`src/rtl/mac_accumulator.sv`:
```
// Block accumulator behind the Wallace multiplier: sums a programmable number of
// products into a wide accumulator and hands the block sum over a valid/ready port.
module mac_accumulator #(
    parameter int PW = 65,
    parameter int AW = 72,
    parameter int LW = 8
) (
    input  logic          clk,
    input  logic          rst_n,
    input  logic [PW-1:0] prod_in,
    input  logic          prod_valid,
    output logic          prod_ready,
    input  logic [LW-1:0] blk_len,
    input  logic          flush,
    output logic [AW-1:0] acc_out,
    output logic          acc_valid,
    input  logic          acc_ready,
    output logic          ovf
);

    typedef enum logic [1:0] {
        IDLE  = 2'd0,
        ACCUM = 2'd1,
        HOLD  = 2'd2
    } state_t;

    state_t        state_reg, state_next;
    logic [AW-1:0] acc_reg, acc_next;
    logic [LW:0]   cnt_reg, cnt_next;
    logic [LW:0]   len_reg, len_next;
    logic          ovf_reg, ovf_next;

    logic          accept;
    logic [AW:0]   sum;
    logic [LW:0]   cnt_inc;
    logic [LW:0]   len_first;

    // Handshake outputs come straight from the state register.
    assign prod_ready = (state_reg != HOLD);
    assign acc_valid  = (state_reg == HOLD);
    assign acc_out    = acc_reg;
    assign ovf        = ovf_reg;

    assign accept    = prod_valid & prod_ready;
    assign sum       = {1'b0, acc_reg} + {{(AW + 1 - PW){1'b0}}, prod_in};
    assign cnt_inc   = cnt_reg + (LW + 1)'(1);
    // A zero length field encodes the largest block, 2^LW products.
    assign len_first = (blk_len == '0) ? {1'b1, {LW{1'b0}}} : {1'b0, blk_len};

    always_comb begin
        state_next = state_reg;
        acc_next   = acc_reg;
        cnt_next   = cnt_reg;
        len_next   = len_reg;
        ovf_next   = ovf_reg;
        case (state_reg)
            IDLE: begin
                if (flush) begin
                    acc_next = '0;
                    cnt_next = '0;
                    ovf_next = 1'b0;
                end else if (accept) begin
                    acc_next   = {{(AW - PW){1'b0}}, prod_in};
                    cnt_next   = (LW + 1)'(1);
                    len_next   = len_first;
                    ovf_next   = 1'b0;
                    state_next = (len_first == (LW + 1)'(1)) ? HOLD : ACCUM;
                end
            end
            ACCUM: begin
                if (flush) begin
                    acc_next   = '0;
                    cnt_next   = '0;
                    ovf_next   = 1'b0;
                    state_next = IDLE;
                end else if (accept) begin
                    acc_next   = sum[AW-1:0];
                    ovf_next   = ovf_reg | sum[AW];
                    cnt_next   = cnt_inc;
                    state_next = (cnt_inc == len_reg) ? HOLD : ACCUM;
                end
            end
            HOLD: begin
                // A completed result is never discarded, so flush is ignored here.
                if (acc_ready) begin
                    state_next = IDLE;
                end
            end
            default: begin
                state_next = IDLE;
            end
        endcase
    end

    always_ff @(posedge clk) begin
        if (!rst_n) begin
            state_reg <= IDLE;
            acc_reg   <= '0;
            cnt_reg   <= '0;
            len_reg   <= '0;
            ovf_reg   <= 1'b0;
        end else begin
            state_reg <= state_next;
            acc_reg   <= acc_next;
            cnt_reg   <= cnt_next;
            len_reg   <= len_next;
            ovf_reg   <= ovf_next;
        end
    end

endmodule

```
`config.mk`:
```
export PLATFORM = sky130hd
export DESIGN_NAME = mac_accumulator
export DESIGN_NICKNAME = d
export VERILOG_FILES = /design/src/rtl/mac_accumulator.sv
export SDC_FILE = /design/constraint.sdc
export NUM_CORES = 1
export LEC_CHECK = 0
export BUFFER_PORTS_ARGS = -buffer_cell sky130_fd_sc_hd__buf_2
export CORE_UTILIZATION = 50
export CTS_BUF_LIST = sky130_fd_sc_hd__clkbuf_8 sky130_fd_sc_hd__clkbuf_16
export CTS_CLUSTER_DIAMETER = 120
export DETAILED_ROUTE_END_ITERATION = 10
export PLACE_DENSITY = 0.8
export SETUP_SLACK_MARGIN = 0.05
export SYNTH_ARGS = -nofsm -noshare
export SYNTH_HDL_FRONTEND = slang
export SYNTH_SLANG_ARGS = --single-unit
export TNS_END_PERCENT = 20
```
`constraint.sdc`:
```
create_clock -name clk -period 7.8 [get_ports clk]
set_input_delay 0.78 -clock clk [delete_from_list [all_inputs] [get_ports clk]]
set_output_delay 0.78 -clock clk [all_outputs]
set_load 0.05 [all_outputs]
```
; ---- Yosys cells after proc, flatten, opt, wreduce, memory -nomap -nowiden
; Index checks and enable logic that the tools add are counted.
[word_totals]
output_inout_bits = 75
word_cells = 50
input_bits = 78
register_bits = 93
[op_classes]
mux = 24
reduce_logical = 6
n_bitwise = 3
eq_ne = 10
add_sub_neg = 2
[op_table]
columns = op, count
row1 = $mux 72, 4
row2 = $pmux 72 s2, 1
row3 = $add 72x65->73, 1
row4 = $mux 9, 5
row5 = $pmux 9 s2, 1
row6 = $mux 2, 7
row7 = $add 9x1->9 const B, 1
row8 = $eq 9x1->1 const B, 1
row9 = $eq 9x9->1, 1
row10 = $logic_not 8->1, 1
row11 = $ne 2x2->1 const B, 3
row12 = $ne 3x3->1 const B, 2
row13 = $pmux 2 s3, 1
row14 = $reduce_and 3->1, 2
row15 = $mux 1, 4
row16 = $reduce_and 4->1, 1
row17 = $eq 2x1->1 const B, 1
row18 = $eq 2x2->1 const B, 1
row19 = $logic_not 2->1, 1
row20 = $ne 2x1->1 const B, 1
row21 = $pmux 1 s2, 1
row22 = $reduce_bool 2->1, 1
row23 = $and 1x1->1, 1
row24 = $not 1->1, 1
row25 = $or 1x1->1, 1

; ---- Depth between registers and ports, before layout
[depth]
depth_word = 7
depth_mapped = 12
depth_no_buf = 12

; ---- Worst setup path before layout
; No wires, ideal clock.
[synth_path]
path_kind = input to register
startpoint = in prod_in[0]
endpoint = reg acc_reg[66], in the netlist acc_out[66]
setup_slack_ps = 4396
setup_ps = 74
required_time_ps = 7726
n_path_buf = 0
arrival_time_ps = 3330
stages = 12
cell_sequence = ha_1 -> fa_1 -> a21o_1 -> a221oi_2 -> o2bb2ai_1 -> o21ai_1 -> a211oi_1 -> o21ai_1 -> a21oi_1 -> o21ai_1 -> a211o_1 -> a31oi_1
[synth_between]
elab_chain_cells = 4
[synth_rtl]
columns = item, line_no
row1 = from (decl), 10  ; input logic [PW-1:0] prod_in,
row2 = $add 72x65->73, 45  ; assign sum = {1'b0, acc_reg} + {{(AW + 1 - PW){1'b0}}, prod_in};
row3 = $mux 72, 76  ; end else if (accept) begin
row4 = $mux 72, 71  ; if (flush) begin
row5 = $pmux 72 s2, 56  ; case (state_reg)
row6 = to (signal assigned), 104  ; acc_reg <= acc_next;
row7 = to (decl), 28  ; logic [AW-1:0] acc_reg, acc_next;
; Every way passes these cells. The select of a mux whose other input is x is not followed.
; A chain may end at the register's enable or synchronous reset.

; ---- Worst setup path in the final report
; Same ends and word-level chain as after synthesis.

==> results by group <==
Run status
  – Status: complete, no violations

Worst setup path
  – Worst r2r src: acc_out[0]
  – FF-to-FF path depth: 12
  – Crit. End Element: flop
  – Worst-path maximum fanout: 7
  – Critical Path Start: prod_in[0]
  – Arrival time at the worst endpoint: between 4 and 5 ns
  – Critical path type: in2reg
  – R2r endpoint: acc_out[66]
  – Critical path launch point type: primary input
  – R2r setup slk: 4.27 ns
  – Crit path required time: 8.08 ns

Global routing
  – Vias in the first global route: approximately 7,800
  – First-pass GRT wire length: 38,400 µm
  – GRT Util Overall: around 29%
  – Initial antenna violation count: 0
  – Total grt overflow: 0
  – Largest net degree at the start of global routing: between 70 and 80

Clock tree
  – CTS Buf Count: 9
  – Clk_lat worst skew: roughly 0.36 ns
  – Postcts setup bufs: 0
  – Hold_buf cts: 0
  – Post-CTS Resized: 0
  – Bufs on Longest Clock Path: 2
  – Htree depth: 3
  – Sink Count: 93
  – Clk pin slew, worst setup/hold paths: 0.07 ns
  – CTS tree: done
  – Root Buffer: clkbuf_16

Route
  – 1st-pass router iterations: 5
  – Post-DRT Antenna Nets: 0
  – DRT Wirelength: 23,400 µm
  – Total number of vias: around 8,600
  – Avg Vias per Cell: 6.22
  – # DRC: 0
  – Initial DRC count: around 590
  – Avg WL per Cell: 17.0 µm

Power and ir drop
  – Sequential power share: 33.5%
  – Leak pwr: slightly above 0.004 µW
  – Clk network pwr share: 29.0%
  – Combinational power share: between 30 and 40%
  – Net Switching: ~610 µW
  – Switching portion of total power: between 30% and 40%
  – Worst vdd ir: around 0.00012 V
  – Cell Pwr Density: roughly 170 nW/µm²
  – Pint: slightly below 1000 µW

Logic synthesis
  – Register area share after synthesis: roughly a quarter
  – Netlist cell types: 70
  – Ranking of synthesized cells by area: dfxtp_1, ha_1, a21oi_1
  – Post-synth EDFFs: 0
  – Share of the synthesized area in the top cell type: between 20% and 30%
  – Yosys reg bits: slightly above 90
  – Syn avg cell area: between 7 and 8 µm²
  – Ys Warns: 0
  – Post-Syn Area: about 8000 µm²
  – Cells after Synth: approximately 1,100
  – Main flop type after synthesis: dfxtp_1
  – Net Count, Synth: about 1,200
  – Post-synth top area cell: dfxtp_1
  – Async SR Flop Fraction: 0%

Finish
  – Area Overhead vs Synth: 14.4%
  – Max FFs per register: 72
  – Final net count: roughly 1,300
  – Area of the multi-input gates: about 5800 µm²
  – Finished Layout Cells: around 1,400
  – Commonest non-fill, non-tap cell in the layout: buf_2
  – Fill cells: between 1,000 and 1,500
  – Share of cells above drive strength 1: roughly 16%
  – Post-layout util: 59.1%
  – Most frequent cells in the layout: buf_2, a21oi_1, nor2_1, nand2_1, dfxtp_1
  – Ant diodes: 0
  – FF/Latch Area: about 1900 µm²

STA
  – Final setup fails: 0
  – Min Hold Slack: 0.471 ns
  – Highest clock rate: 267 MHz
  – Clock skew: around 0.011 ns
  – Worst-margin pin slew: around 0.85 ns
  – Final cycle utilization of the critical path: between 40% and 50%
  – RSZ-0062 raised after global routing: no
  – Rel. slew slack: between 40% and 50%
  – Slew Limit Fails: 0
  – Final hold violation count: 0
  – Minimum clock period: 3.75 ns
  – Setup TNS: 0 ns

Floorplanning
  – Die area: ~16,000 µm²
  – I/O pin total: approximately 150
  – Cell row count: 45
  – Die Y-Extent: approximately 130 µm
  – Core region area: between 15,000 and 20,000 µm²
  – Initial Util: between 50 and 60%
  – Die W: 128 µm

Worst hold path
  – Worst hold path type: reg2reg
  – Min-Delay Startpoint: len_reg[1]
  – Hold depth: 2
  – Hold endpoint: len_reg[1]

Place
  – Post-Place Cells: ~1,400
  – Gpl congestion: approximately 0.93
  – HPWL Detailed: ~17,000 µm
  – Port buffer count: 152

Run
  – Max Cap Viol: 0
## cells in the mapped netlist (3+ instances only)
master,count
a21oi_1,112
a311oi_1,4
inv_1,12
xor2_1,25
o211ai_1,8
nor4_1,4
nand2_1,109
a311o_1,3
or3_1,3
and3_1,12
xnor2_1,46
clkbuf_1,60
o21ai_1,14
nor2_1,111
o21ai_0,70
a21boi_1,5
a221oi_1,50
nand3_1,22
nor3_1,42
o21bai_1,13
and2_1,5
o21a_1,11
dfxtp_1,93
ha_1,66
a211o_1,5
buf_2,8
o22ai_1,3
o31ai_1,3
nor2b_1,5
nand2b_1,4
a31oi_1,16
a21o_1,35
a211oi_1,8
a22oi_1,8
or4_1,5
nand4_1,22
## worst max-delay path by stage
stage               slack [ns]          end
finish                    4.05  acc_out[66]
global route              3.87  acc_out[66]
CTS                       4.07  acc_out[66]
detailed placement        3.71  acc_out[66]
global placement          3.84  acc_out[66]
floorplan                 4.40  acc_out[66]
## stage by stage
| step | cell area (µm²) | setup slack [ns] | total power (µW) |
|---|---|---|---|
| final | 9050 | 4.05 | 1580 |
| after global routing | 9050 | 3.87 | 1670 |
| after CTS | 9050 | 4.07 | 1580 |
| after detailed placement | 8750 | 3.71 | 1120 |
| after global placement | 8750 | 3.84 | 1110 |
| after floorplan | 7910 | 4.40 | 980 |
## power by group through the flow
stage          sequential, µW  combinational, µW  clock, µW
6_report                  529                593        459
4_1_cts                   528                587        464
2_1_floorplan             619                361          0
3_5_place_dp              539                583          0
3_3_place_gp              538                576          0
5_1_grt                   532                646        486
## layer usage
layer,GRT usage [%],share of wire (%)
met1,39.1,47
met2,46.8,45
met3,3.30,5.1
met4,12.1,2.8
met5,0,0
## layout make-up
class | count | area share, %
sequential | 93 | 20.6
clock inverter | 5 | 0.677
clock buffer | 10 | 2.64
multi-input combinational | 888 | 63.7
timing repair buffer | 159 | 8.98
tap | 211 | 2.92
inverter | 13 | 0.539
## kinds of logic after synthesis
logic type / Yosys count / synth area share, %
compound gates: 393 / 33.2
simple gates: 355 / 20.4
flops: 93 / 23.5
buf+inv: 83 / 4.07
xor+xnor: 71 / 7.86
fa+ha+maj: 67 / 10.7
mux: 2 / 0.253
## worst max-delay path: stages
cell,delay (ns)
buf_2,0.11
ha_1,0.21
fa_1,0.44
a21o_1,0.21
a221oi_2,0.35
o2bb2ai_1,0.28
o21ai_1,0.13
a211oi_1,0.28
o21ai_1,0.23
a21oi_1,0.27
o21ai_1,0.25
a211o_1,0.35
a31oi_1,0.15
(Power assumes the default switching activity.)
